===== src/rtl/conv_encoder.sv =====
// Rate-1/2, K=3 convolutional encoder with valid/ready bit input and symbol output.
// Define CONV_ENC_TAIL_EN to append two zero tail bits that terminate the trellis in 00.
module conv_encoder #(
  parameter int         FRAME_LEN = 16,
  parameter logic [2:0] G0        = 3'b111,
  parameter logic [2:0] G1        = 3'b101
) (
  input  logic       i_clk,
  input  logic       i_rst_n,
  input  logic       i_start,
  input  logic       i_bit_valid,
  input  logic       i_bit,
  output logic       o_bit_ready,
  output logic       o_sym_valid,
  output logic [1:0] o_sym,
  input  logic       i_sym_ready,
  output logic       o_busy,
  output logic       o_frame_done
);

  localparam int             CW   = $clog2(FRAME_LEN + 1);
  localparam logic [CW-1:0]  LAST = CW'(FRAME_LEN - 1);

  typedef enum logic [1:0] {
    IDLE,
    DATA,
`ifdef CONV_ENC_TAIL_EN
    TAIL,
`endif
    DRAIN
  } state_t;

  state_t        r_state, w_next;
  logic [1:0]    r_sreg;
  logic [CW-1:0] r_cnt;
  logic [1:0]    r_sym;
  logic          r_sym_valid;
  logic          r_frame_done;
`ifdef CONV_ENC_TAIL_EN
  logic          r_tail_cnt;
`endif

  logic       w_slot_free;
  logic       w_accept;
  logic       w_load;
  logic       w_in;
  logic       w_clear;
  logic       w_done;
  logic [1:0] w_sym;

  assign w_slot_free = !r_sym_valid || i_sym_ready;

  always_comb begin
    w_next      = r_state;
    o_bit_ready = 1'b0;
    w_accept    = 1'b0;
    w_load      = 1'b0;
    w_in        = 1'b0;
    w_clear     = 1'b0;
    w_done      = 1'b0;
    case (r_state)
      IDLE: begin
        if (i_start) begin
          w_next  = DATA;
          w_clear = 1'b1;
        end
      end
      DATA: begin
        o_bit_ready = w_slot_free;
        if (i_bit_valid && w_slot_free) begin
          w_accept = 1'b1;
          w_load   = 1'b1;
          w_in     = i_bit;
          if (r_cnt == LAST) begin
`ifdef CONV_ENC_TAIL_EN
            w_next = TAIL;
`else
            w_next = DRAIN;
`endif
          end
        end
      end
`ifdef CONV_ENC_TAIL_EN
      // Zero bits are injected whenever the output slot frees up, so no bubbles after data.
      TAIL: begin
        if (w_slot_free) begin
          w_load = 1'b1;
          if (r_tail_cnt) w_next = DRAIN;
        end
      end
`endif
      DRAIN: begin
        if (r_sym_valid && i_sym_ready) begin
          w_next = IDLE;
          w_done = 1'b1;
        end
      end
      default: w_next = IDLE;
    endcase
  end

  assign w_sym = {^(G0 & {w_in, r_sreg}), ^(G1 & {w_in, r_sreg})};

  always_ff @(posedge i_clk or negedge i_rst_n) begin
    if (!i_rst_n) r_state <= IDLE;
    else          r_state <= w_next;
  end

  always_ff @(posedge i_clk or negedge i_rst_n) begin
    if (!i_rst_n) begin
      r_sreg       <= '0;
      r_cnt        <= '0;
      r_sym        <= '0;
      r_sym_valid  <= 1'b0;
      r_frame_done <= 1'b0;
`ifdef CONV_ENC_TAIL_EN
      r_tail_cnt   <= 1'b0;
`endif
    end else begin
      r_frame_done <= w_done;
      if (w_clear) begin
        r_sreg     <= '0;
        r_cnt      <= '0;
`ifdef CONV_ENC_TAIL_EN
        r_tail_cnt <= 1'b0;
`endif
      end else if (w_load) begin
        r_sreg <= {w_in, r_sreg[1]};
        if (w_accept) r_cnt <= r_cnt + 1'b1;
`ifdef CONV_ENC_TAIL_EN
        else          r_tail_cnt <= 1'b1;
`endif
      end
      if (w_load) begin
        r_sym       <= w_sym;
        r_sym_valid <= 1'b1;
      end else if (i_sym_ready) begin
        r_sym_valid <= 1'b0;
      end
    end
  end

  assign o_sym_valid  = r_sym_valid;
  assign o_sym        = r_sym;
  assign o_busy       = (r_state != IDLE);
  assign o_frame_done = r_frame_done;

endmodule


===== config.mk =====
export PLATFORM = sky130hd
export DESIGN_NAME = conv_encoder
export DESIGN_NICKNAME = d
export VERILOG_FILES = /design/src/rtl/conv_encoder.sv
export SDC_FILE = /design/constraint.sdc
export NUM_CORES = 1
export LEC_CHECK = 0
export CORE_ASPECT_RATIO = 1.2
export CORE_MARGIN = 2
export CORE_UTILIZATION = 30
export CTS_CLUSTER_SIZE = 24
export DETAILED_ROUTE_END_ITERATION = 10
export MAX_ROUTING_LAYER = met4
export PLACE_DENSITY = 0.55
export SLEW_MARGIN = 20
export SYNTH_ARGS = -nofsm -noshare
export SYNTH_HDL_FRONTEND = slang
export SYNTH_SLANG_ARGS = --single-unit

===== constraint.sdc =====
create_clock -name i_clk -period 1.7 [get_ports i_clk]
set_input_delay 0.17 -clock i_clk [delete_from_list [all_inputs] [get_ports i_clk]]
set_output_delay 0.17 -clock i_clk [all_outputs]
set_load 0.005 [all_outputs]

==> metrics.yaml <==
yosysUniqueCellTypes: 24
ys_ff_latch: 13
reg2reg_from: "r_state[0]$_DFFE_PN0P_"
mostFrequentLayoutCells: "11 x dfrtp_1, 10 x clkdlybuf4s50_1, 8 x nand2_1"
cp_cell_sequence: "or2_2 > clkdlybuf4s50_1"
p_int_uw: 768
gp_congestion: 0.753
wirelength_um: 1160
yosysTopAreaCell: "dfrtp_1"
syn_avg_cell_area_um2: 10.6
synthesis.nets: 69
layout_commonest_cell: "dfrtp_1"
tightest_slew_ns: 0.580
status: "complete, no violations"
vias: 489
cp-start-kind: "register"
grt_max_degree: 14
grt_pass1_vias: 461
grt_overflow: 0
antenna_cells: 0
worstHoldPathType: "in2async"
cp_slowest_stage_delay_ns: 0.45
syn_area_um2: 644
fin_worst_skew_ns: 0.000981
slew_violations: 0
total_leakage_power_uw: 0.000381
ys_seq_area_share_pct: 50.5
cpMaxStageDelayCell: "dfrtp_2"
rsz0062_at_grt: "false"
power_density_nw_per_um2: 1330
switching_share_pct: 31.9
cts.sinks: 13
yosys_warnings: 0
h-tree-depth: 1
n_fill_cell: 205
die_height_um: 54.8
min_period_ns: 1.63
p_switching_uw: 359
postRouteAntennaNets: 0
critPathMaxFanout: 6
totalPowerFinal_uw: 1130
cap_violations: 0
endpoint_kind: "output port"
io_buffer_count: 11
die_area_um2: 2540
dieWidth_um: 46.3
hpwl_um: 896
netlist.area_leader.share_pct: 50.5
hold_violations: 0
slew_headroom_pct: 61.2
clockBufferDepth: 2
synth_area_leaders: "dfrtp_1 50%, mux2i_1 7.8%, nand2_1 4.7%"
fmax_ghz: 0.615
firstDrtPassIters: 4
r2r_end: "o_sym[1]$_DFFE_PN0P_"
fin_tns_setup_ns: 0
numCtsBuffers: 3
holdWs_ns: 0.266
ir_worst_vdd_mv: 0.437
avgRoutedWirePerCell_um: 10.8
r2r_slack_ns: 0.25
layout-drive-gt1-share_pct: 19.2
grt_antenna_before_repair: 0
dr.first_iter.drc_count: 3
root_buffer: "clkbuf_4"
cp.required_ns: 1.53
setup_viol: 0
ctsHoldBuffers: 0
post-route-period-util_pct: 95.7
initial_core_util_pct: 31.4
worstSetupStartpoint: "r_state[0]$_DFFE_PN0P_"
grt_pass1_wl_um: 2010
r2r_cells: 4
cts_tree: "built"
vias_per_cell: 4.53
pin_count: 12
area_delta_synth_final_pct: 31.3
core-area_um2: 2050
clkTransAtPathRegs_ns: 0.08
track_usage_pct: 12.3
power_frac_seq_pct: 45.1
pwr-share-clk_pct: 16.5
drcViolationCount: 0
num_rows: 18
netlist_instances: 61
final_nets: 87
share_comb_of_total_power_pct: 38.4
insertion_delay_ns: 0.27
critical_path_arrival_ns: 1.46
final_util_pct: 41.3
path_class: "reg2out"
==> kinds of logic after synthesis <==
logic type / count (synthesis) / share of synthesized area, %
xor gates and xnor gates: 2 / 2.72
and+or+nand+nor: 27 / 23.3
AOI/OAI and AO/OA: 6 / 6.02
adders and majority gates: 2 / 3.88
muxes: 7 / 11.3
buffers and inverters: 4 / 2.33
DFF: 13 / 50.5
==> final cells by class <==
type	instances	area [um^2]	share of cell area [%]
Timing Repair Buffer	13	128	15.1
Sequential cell	13	328	38.8
Multi-Input combinational cell	44	312	36.8
Clock buffer	4	26.3	3.11
Inverter	4	15.0	1.78
Tap cell	30	37.5	4.44
==> routing by layer <==
layer	vias up	share of wire, %	global-route usage [%]
li1	249	-	-
met1	229	43	13.8
met2	9	51	18.3
met3	2	3.0	1.98
met4	0	2.4	11.4
met5	-	0	-
==> Yosys cell counts <==
cell,number
o31ai_1,2
inv_2,1
a311oi_1,1
xnor2_1,2
o21ai_0,2
dfrtp_1,13
nor3b_1,2
or3b_2,1
or2_2,1
nand4_1,3
nor2_1,4
mux2i_1,5
mux2_2,2
a21oi_1,1
nand2_1,8
nor3_1,1
or4_1,1
nand3_2,1
ha_1,2
and3_1,1
and2b_2,1
nand2b_1,2
inv_1,3
nor2b_1,1
==> power by group through the flow <==
stage                     Clock (uW)  Combinational [uW]  Sequential (uW)
after floorplan                    0                 270              502
after global placement             0                 421              513
after detailed placement           0                 432              515
after CTS                        202                 438              512
after global routing             209                 499              529
final                            186                 433              508
==> critical path, delay by kind of cell, from the launching register on <==
| kind | cells | cell delay, ns |
|---|---|---|
| AND/OR/NAND/NOR | 1 | 0.30 |
| flip-flops | 1 | 0.45 |
| buffers and inverters | 1 | 0.44 |
==> through the flow <==
stage | cell area [um^2] | setup WS, ns | cells
CTS | 835 | 0.0202 | 107
detailed placement | 800 | 0.134 | 103
global route | 846 | 0.00837 | 108
global placement | 800 | 0.160 | 103
floorplan | 644 | 0.442 | 61
finish | 846 | 0.0732 | 108
==> worst max-delay path by stage <==
stage                                        end  slack, ns  cells past startpoint
after global placement      r_cnt[0]$_DFFE_PN0P_       0.16                      5
after global routing                      o_busy      0.008                      2
after CTS                                 o_busy       0.02                      2
final                                     o_busy       0.07                      2
after floorplan           r_state[0]$_DFFE_PN0P_       0.44                      4
after detailed placement    r_cnt[0]$_DFFE_PN0P_       0.13                      5
==> repair_timing <==
| item | CTS | global route |
|---|---|---|
| buffers inserted | 0 | 1 |
| gates resized for setup | 2 | 2 |
| endpoints found under the setup margin | 1 | 2 |
| hold endpoints to repair | 0 | 0 |
==> sequential cells by signal (all words and copies together), names as in the netlist <==
register / flops
r_cnt: 5
o_sym: 2
r_sreg: 2
r_state: 2
o_frame_done: 1
o_sym_valid: 1
Power figures use the tool's default switching activity.
